`src/rtl/pipeline_hazard_ctrl.sv`:
```
// Stall/flush controller for a 5-stage pipeline without forwarding. A destination-register
// scoreboard mirrors EX/MEM/WB; the ID/EX enable is tied high outside, so stalls are bubbles.
module pipeline_hazard_ctrl #(
    parameter bit          WB_BYPASS = 1'b1,
    parameter int unsigned CNT_W     = 16
) (
    input  logic             clk_HAZ,
    input  logic             rst_HAZ,
    input  logic             valid_ID,
    input  logic [4:0]       rs1_addr_ID,
    input  logic             rs1_used_ID,
    input  logic [4:0]       rs2_addr_ID,
    input  logic             rs2_used_ID,
    input  logic [4:0]       rd_addr_ID,
    input  logic             RegWrite_ID,
    input  logic             redirect_EX,
    output logic             en_PC,
    output logic             en_IFID,
    output logic             NOP_IFID,
    output logic             NOP_IDEX,
    output logic [CNT_W-1:0] stall_cnt,
    output logic [CNT_W-1:0] flush_cnt
);

    localparam logic [CNT_W-1:0] CntMax = {CNT_W{1'b1}};

    logic             ex_v_q, ex_v_d, mem_v_q, mem_v_d, wb_v_q, wb_v_d;
    logic [4:0]       ex_rd_q, ex_rd_d, mem_rd_q, mem_rd_d, wb_rd_q, wb_rd_d;
    logic [CNT_W-1:0] stall_cnt_q, stall_cnt_d, flush_cnt_q, flush_cnt_d;
    logic             rs1_match, rs2_match, hazard, issue;

    // With WB_BYPASS the register file writes before it reads, so WB never conflicts.
    always_comb begin
        rs1_match = (ex_v_q && (ex_rd_q == rs1_addr_ID)) ||
                    (mem_v_q && (mem_rd_q == rs1_addr_ID)) ||
                    (!WB_BYPASS && wb_v_q && (wb_rd_q == rs1_addr_ID));
        rs2_match = (ex_v_q && (ex_rd_q == rs2_addr_ID)) ||
                    (mem_v_q && (mem_rd_q == rs2_addr_ID)) ||
                    (!WB_BYPASS && wb_v_q && (wb_rd_q == rs2_addr_ID));
        hazard    = valid_ID &&
                    ((rs1_used_ID && (rs1_addr_ID != 5'd0) && rs1_match) ||
                     (rs2_used_ID && (rs2_addr_ID != 5'd0) && rs2_match));
        issue     = valid_ID && !hazard && !redirect_EX;
    end

    always_comb begin
        en_PC    = 1'b1;
        en_IFID  = 1'b1;
        NOP_IFID = 1'b0;
        NOP_IDEX = 1'b0;
        if (redirect_EX) begin
            NOP_IFID = 1'b1;
            NOP_IDEX = 1'b1;
        end else if (hazard) begin
            en_PC    = 1'b0;
            en_IFID  = 1'b0;
            NOP_IDEX = 1'b1;
        end
    end

    always_comb begin
        ex_v_d   = 1'b0;
        ex_rd_d  = 5'd0;
        if (issue) begin
            ex_v_d  = RegWrite_ID && (rd_addr_ID != 5'd0);
            ex_rd_d = rd_addr_ID;
        end
        mem_v_d  = ex_v_q;
        mem_rd_d = ex_rd_q;
        wb_v_d   = mem_v_q;
        wb_rd_d  = mem_rd_q;

        stall_cnt_d = stall_cnt_q;
        flush_cnt_d = flush_cnt_q;
        if (hazard && !redirect_EX && (stall_cnt_q != CntMax)) begin
            stall_cnt_d = stall_cnt_q + CNT_W'(1);
        end
        if (redirect_EX && (flush_cnt_q != CntMax)) begin
            flush_cnt_d = flush_cnt_q + CNT_W'(1);
        end
    end

    always_ff @(posedge clk_HAZ or posedge rst_HAZ) begin
        if (rst_HAZ) begin
            ex_v_q      <= 1'b0;
            ex_rd_q     <= 5'd0;
            mem_v_q     <= 1'b0;
            mem_rd_q    <= 5'd0;
            wb_v_q      <= 1'b0;
            wb_rd_q     <= 5'd0;
            stall_cnt_q <= '0;
            flush_cnt_q <= '0;
        end else begin
            ex_v_q      <= ex_v_d;
            ex_rd_q     <= ex_rd_d;
            mem_v_q     <= mem_v_d;
            mem_rd_q    <= mem_rd_d;
            wb_v_q      <= wb_v_d;
            wb_rd_q     <= wb_rd_d;
            stall_cnt_q <= stall_cnt_d;
            flush_cnt_q <= flush_cnt_d;
        end
    end

    assign stall_cnt = stall_cnt_q;
    assign flush_cnt = flush_cnt_q;

endmodule

```
`config.mk`:
```
export PLATFORM = sky130hd
export DESIGN_NAME = pipeline_hazard_ctrl
export DESIGN_NICKNAME = d
export VERILOG_FILES = /design/src/rtl/pipeline_hazard_ctrl.sv
export SDC_FILE = /design/constraint.sdc
export NUM_CORES = 1
export LEC_CHECK = 0
export CAP_MARGIN = 10
export CORE_ASPECT_RATIO = 0.5
export CORE_MARGIN = 2
export CORE_UTILIZATION = 23
export DETAILED_ROUTE_END_ITERATION = 6
export HOLD_SLACK_MARGIN = 0.06
export MAX_ROUTING_LAYER = met4
export SLEW_MARGIN = 10
export SYNTH_ARGS = -nofsm -noshare
export SYNTH_HDL_FRONTEND = slang
export SYNTH_SLANG_ARGS = --single-unit
```
`constraint.sdc`:
```
create_clock -name clk_HAZ -period 3.9 [get_ports clk_HAZ]
set_input_delay 0.78 -clock clk_HAZ [delete_from_list [all_inputs] [get_ports clk_HAZ]]
set_output_delay 0.78 -clock clk_HAZ [all_outputs]
set_load 0.01 [all_outputs]
```
==> results.py, run 1 <==
metrics = {
    "synth": {
        "syn_area_um2": 2163,
        "synth_seq_cells": 44,
        "synth_seq_area_share_pct": 50.90,
        "syn-num-nets": 221,
        "ys_warn_count": 0,
        "netlist_instances": 197,
        "synth_cell_types": 34,
        "avgSynthCellArea_um2": 10.98,
    },
    "critical_path": {
        "critical_path.max_fanout": 3,
        "crit_type": "primary input to output pin",
        "critPathArrivalTime_ns": 2.80,
        "end_kind": "output pin",
        "worst_ep_required_time_ns": 3.12,
        "r2r_start": "mem_rd_q[4]",
        "cp-start-kind": "primary input",
        "startpoint": "rs2_addr_ID[4]",
    },
    "die": {
        "die_y_um": 72.58,
        "ioPinCount": 58,
        "fp.dieW_um": 141.2,
        "rows": 24,
        "die_area_um2": 10250,
        "start_util_pct": 24.26,
        "core_area_um2": 8919,
    },
    "layout": {
        "post-route-cell-area_um2": 3033,
        "antennaDiodeCount": 0,
        "fill_cells": 861,
        "syn_to_final_growth_pct": 40.20,
        "final_core_util_pct": 34.01,
        "nets": 284,
        "layout-drive-gt1-share_pct": 6.897,
    },
    "power_and_ir_drop": {
        "p_per_area_nw_per_um2": 399.4,
        "pwr-share-comb_pct": 16.9,
        "swShare_pct": 24.35,
        "p_leak_nw": 1.328,
        "netSwitchingPower_mw": 0.2950,
        "clkPwrFrac_pct": 38.2,
        "p_int_mw": 0.9164,
        "peakVddDrop_uv": 244.0,
        "p_seq_share_pct": 44.9,
    },
    "placement": {
        "dp_hpwl_um": 3677,
        "pre_cts_ws_ns": 0.3183,
        "io_buffer_count": 57,
        "place_congestion": 0.9216,
        "dpl_cell_area_um2": 2869,
    },
    "timing": {
        "finalSetupViolCount": 0,
        "fmax_ghz": 0.2795,
        "skew_ns": 0.006358,
        "hold_viol": 0,
        "fin_crit_sh_pct": 91.73,
        "slew_headroom_pct": 57.14,
        "rsz0062_at_grt": "false",
        "setup_slack_ns": 0.3225,
        "period_needed_ns": 3.578,
        "worst_pin_slew_ns": 0.6411,
        "timing.setup.tns_ns": 0,
        "maxSlewViolCount": 0,
    },
    "min_path": {
        "hold_path_class": "flop to flop",
        "hp-start": "ex_v_q",
    },
    "routing": {
        "drt_iter0_drc": 77,
        "avgRoutedWirePerCell_um": 12.22,
        "drtPass1Iterations": 4,
        "num_vias": 1604,
        "drc_errors": 0,
        "wl_um": 4619,
        "drt-vias-per-instance": 4.243,
        "ant_nets": 0,
    },
    "grt": {
        "antenna_found_initial": 0,
        "overflow": 0,
        "first_global_vias": 1610,
        "grt_pass1_wl_um": 7741,
        "grt_max_degree": 45,
        "grtUsageTotal_pct": 9.724,
    },
    "cts": {
        "clk_path_buf_depth": 2,
        "cts_buffers": 5,
        "post_cts_resized": 0,
        "ctsHoldBuffers": 0,
        "post_cts_buffers": 0,
        "clock_latency_ns": 0.28,
        "cts-root-buf": "clkbuf_16",
        "cts_max_level": 2,
        "cts_tree": "yes",
        "clkTransAtPathRegs_ns": 0.06,
        "cts.sinks": 44,
    },
    "status": {
        "status": "completed",
    },
    "job": {
        "maxCapViolCount": 0,
    },
}
## layer usage
layer	GRT usage [%]	share of wire (%)	up-vias
li1	-	-	790
met1	11.74	45	787
met2	16.77	52	22
met3	1.640	2.6	5
met4	3.444	1.2	0
met5	-	0	-
## power by group through the flow
stage	sequential, mW	combinational, mW	clock (mW)
2_1_floorplan	0.559	0.0798	0
3_3_place_gp	0.550	0.204	0
3_5_place_dp	0.552	0.207	0
4_1_cts	0.544	0.208	0.475
5_1_grt	0.553	0.224	0.496
6_report	0.544	0.205	0.463
## through the flow
stage | power, mW | cells | hold WS, ns
global placement | 0.7548 | 370 | 0.3954
finish | 1.211 | 378 | 0.4063
CTS | 1.227 | 378 | 0.4142
detailed placement | 0.7599 | 370 | 0.4011
global route | 1.274 | 378 | 0.4450
floorplan | 0.6390 | 197 | 0.3587
## logic make-up after synthesis
kind of cell | synth area share (%)
DFF | 50.90
muxes | 0.5205
xor gates and xnor gates | 19.43
and+or+nand+nor | 20.01
buffers and inverters | 2.776
AOI/OAI and AO/OA | 5.205
adders and majority gates | 1.157
## path summary, 6_finish.rpt
kind / endpoint / slack (ns) / depth (start not counted)
setup / recovery: NOP_IDEX / 0.32 / 8
hold / removal: mem_v_q / 0.41 / 0
setup reg to reg: stall_cnt[7] / 1.55 / 8
hold reg to reg: mem_v_q / 0.41 / 0
max in group asynchronous: flush_cnt[6] / 2.57 / 3
min in group asynchronous: stall_cnt[8] / 0.95 / 3
## layout by cell type, fill, tap and decap left out, types with 2 or more instances in the layout
| cell type | n |
|---|---|
| clkdlybuf4s50_1 | 57 |
| dfrtp_1 | 44 |
| xor2_1 | 28 |
| xnor2_1 | 20 |
| nand2_1 | 17 |
| nand3_1 | 15 |
| nor2_1 | 13 |
| inv_1 | 9 |
| and2_1 | 7 |
| nor4_1 | 5 |
| clkbuf_16 | 5 |
| nand4_1 | 3 |
| nor3_1 | 3 |
| or3_1 | 3 |
| nor3_2 | 3 |
| and4_1 | 2 |
| a32oi_1 | 2 |
| or4_1 | 2 |
| o21ai_1 | 2 |
| ha_1 | 2 |
| buf_4 | 2 |
## state kept, by name, indices dropped and copies added (netlist names)
| register | count |
|---|---|
| ex_rd_q | 5 |
| stall_cnt | 16 |
| ex_v_q | 1 |
| mem_rd_q | 5 |
| flush_cnt | 16 |
| mem_v_q | 1 |
## final cells by class
type	instances	area, um2	share of cell area [%]
well taps	117	146.4	4.827
clock inverters	2	35.03	1.155
inverters	9	33.78	1.114
flip-flops and latches	44	1101	36.30
multi-input cells	141	1002	33.04
repair buffers	59	585.6	19.31
clock buffers	6	128.9	4.249
## cells in the mapped netlist
master	n	share of area [%]
nand4_1	3	0.87
nor4_2	1	0.58
mux2_1	1	0.52
o21ai_1	2	0.46
or2_1	1	0.29
or3_1	3	0.87
dfrtp_1	44	51
buf_6	1	0.52
nor3_2	3	1.4
nand2_1	17	2.9
buf_4	2	0.69
a41oi_1	1	0.40
o31ai_4	1	0.98
o22ai_4	1	0.93
xor2_1	28	11
and4_1	2	0.81
or4_1	2	0.69
or2_2	1	0.29
o211ai_2	1	0.58
nor2_1	13	2.3
inv_1	9	1.6
a32oi_1	2	0.81
ha_1	2	1.2
nor2b_1	1	0.29
and2b_1	1	0.35
xnor2_1	20	8.1
nor3_4	1	0.75
nand3_1	15	3.5
o311a_1	1	0.46
nor4_1	5	1.4
o21a_1	1	0.35
and2_1	7	2.0
a21oi_1	1	0.23
nor3_1	3	0.69
## critical path, stage by stage
cell             delay, ns
clkdlybuf4s50_1       0.49
xor2_1                0.18
nor4_2                0.27
a32oi_1               0.18
o22ai_4               0.23
nand2_1               0.08
nand2_1               0.06
clkdlybuf4s50_1       0.52
Note: power is estimated with default switching activity, not from simulation.
==> inputs of run 2 (changes only) <==
Settings changed: CTS_BUF_LIST set to sky130_fd_sc_hd__clkbuf_8, REMOVE_ABC_BUFFERS set to 1, SKIP_CTS_REPAIR_TIMING set to 1.
==> results.py, run 2 (same netlist as run 1, synthesis figures left out) <==
metrics = {
    "cts": {
        "clkTransAtPathRegs_ns": 0.08,
        "cts.sinks": 44,
        "cts_buffers": 5,
        "clock_latency_ns": 0.30,
        "clk_path_buf_depth": 2,
        "cts_max_level": 2,
        "cts_tree": "yes",
        "cts-root-buf": "clkbuf_8",
    },
    "layout": {
        "layout-drive-gt1-share_pct": 7.280,
        "final_core_util_pct": 33.42,
        "final_common_cell": "clkdlybuf4s50_1",
        "fill_cells": 886,
        "antennaDiodeCount": 0,
        "multi_input_area_um2": 1002,
        "syn_to_final_growth_pct": 37.77,
        "nets": 284,
        "mostFrequentLayoutCells": "clkdlybuf4s50_1 (57), dfrtp_1 (44), xor2_1 (28), xnor2_1 (20), nand2_1 (17)",
        "regArea_um2": 1101,
    },
    "die": {
        "start_util_pct": 24.26,
        "ioPinCount": 58,
        "die_y_um": 72.58,
        "rows": 24,
        "die_area_um2": 10250,
        "fp.dieW_um": 141.2,
        "core_area_um2": 8919,
    },
    "grt": {
        "grtUsageTotal_pct": 9.957,
        "antenna_found_initial": 0,
        "overflow": 0,
        "first_global_vias": 1683,
        "grt_pass1_wl_um": 8024,
        "grt_max_degree": 45,
    },
    "critical_path": {
        "crit_type": "primary input to output pin",
        "critPathArrivalTime_ns": 2.81,
        "worst_ep_required_time_ns": 3.12,
        "critical_path.max_fanout": 3,
        "cp_slowest_cell": "clkdlybuf4s50_1",
        "end_kind": "output pin",
        "critPathBufInv": 2,
        "r2r_slack_ns": 1.53,
        "cp-start-kind": "primary input",
        "max_stage_delay_ns": 0.53,
        "path_cells": "clkdlybuf4s50_1 > xor2_1 > nor4_1 > a32oi_1 > o22ai_4 > nand2_1 > nand2_1 > clkdlybuf4s50_1",
        "crit_family": "buffers and inverters",
    },
    "timing": {
        "maxSlewViolCount": 0,
        "setup_slack_ns": 0.3139,
        "period_needed_ns": 3.586,
        "finalSetupViolCount": 0,
        "slew_headroom_pct": 56.76,
        "timing.setup.tns_ns": 0,
        "fin_crit_sh_pct": 91.95,
        "skew_ns": 0.009992,
        "rsz0062_at_grt": "false",
        "fmax_ghz": 0.2789,
        "hold_viol": 0,
        "worst_pin_slew_ns": 0.6467,
    },
    "job": {
        "maxCapViolCount": 0,
    },
    "placement": {
        "dp_hpwl_um": 3761,
        "io_buffer_count": 57,
        "place_congestion": 0.8949,
        "pre_cts_ws_ns": 0.3037,
    },
    "status": {
        "status": "completed",
    },
    "routing": {
        "drt_iter0_drc": 114,
        "wl_um": 4713,
        "num_vias": 1602,
        "avgRoutedWirePerCell_um": 12.47,
        "drt-vias-per-instance": 4.238,
        "ant_nets": 0,
        "drc_errors": 0,
        "drtPass1Iterations": 4,
    },
    "power_and_ir_drop": {
        "p_leak_nw": 1.301,
        "p_per_area_nw_per_um2": 365.8,
        "peakVddDrop_uv": 131.6,
        "finalPower_mw": 1.090,
    },
    "min_path": {
        "hold_path_class": "flop to flop",
    },
}
## run 2: cell count changes in the layout (fill, tap and decap cells not counted), sizes merged
| cell | before | now |
|---|---|---|
| clkbuf | 6 | 5 |
| clkinvlp | 0 | 1 |
## run 2: cell type report
| type | instances | area share (%) |
|---|---|---|
| multi-input combinational | 141 | 33.63 |
| tap | 117 | 4.912 |
| clock inverter | 3 | 1.427 |
| sequential | 44 | 36.94 |
| inverter | 9 | 1.134 |
| timing repair buffer | 59 | 19.65 |
| clock buffer | 5 | 2.309 |
## run 2: final timing paths
kind,from,endpoint,cells after the start
worst min register to register,ex_v_q,mem_v_q,0
min in group asynchronous,rst_HAZ,stall_cnt[9],3
worst min-delay path,ex_v_q,mem_v_q,0
max in group asynchronous,rst_HAZ,stall_cnt[0],3
worst max register to register,ex_rd_q[4],stall_cnt[7],8
worst max-delay path,rs1_addr_ID[1],NOP_IDEX,8
## run 2: routing by layer
metal  part of all wire [%]  up-vias  track usage (%)
li1                       -      786                -
met1                     45      786            11.72
met5                      0        -                -
met2                     51       20            17.21
met4                    1.7        0            4.111
met3                    2.4       10            1.772
## run 2: through the flow
stage          hold slack (ns)  cell area, um2  cells
6_report                0.4074            2980    378
5_1_grt                 0.4350            2980    378
4_1_cts                 0.4153            2980    378
3_5_place_dp            0.3956            2869    370
3_3_place_gp            0.3921            2869    370
2_1_floorplan           0.3587            2137    194
## run 2: where the power goes
part           switching (mW)  internal [mW]
Clock                   0.153          0.190
Combinational          0.0857          0.120
Sequential             0.0464          0.495
Total                   0.285          0.805
==> inputs of run 3 (changes only) <==
Settings changed: SLEW_MARGIN 10 to unset.
==> results of run 3 <==
No change in the layout: final DEF, timing and power equal those of run 2.
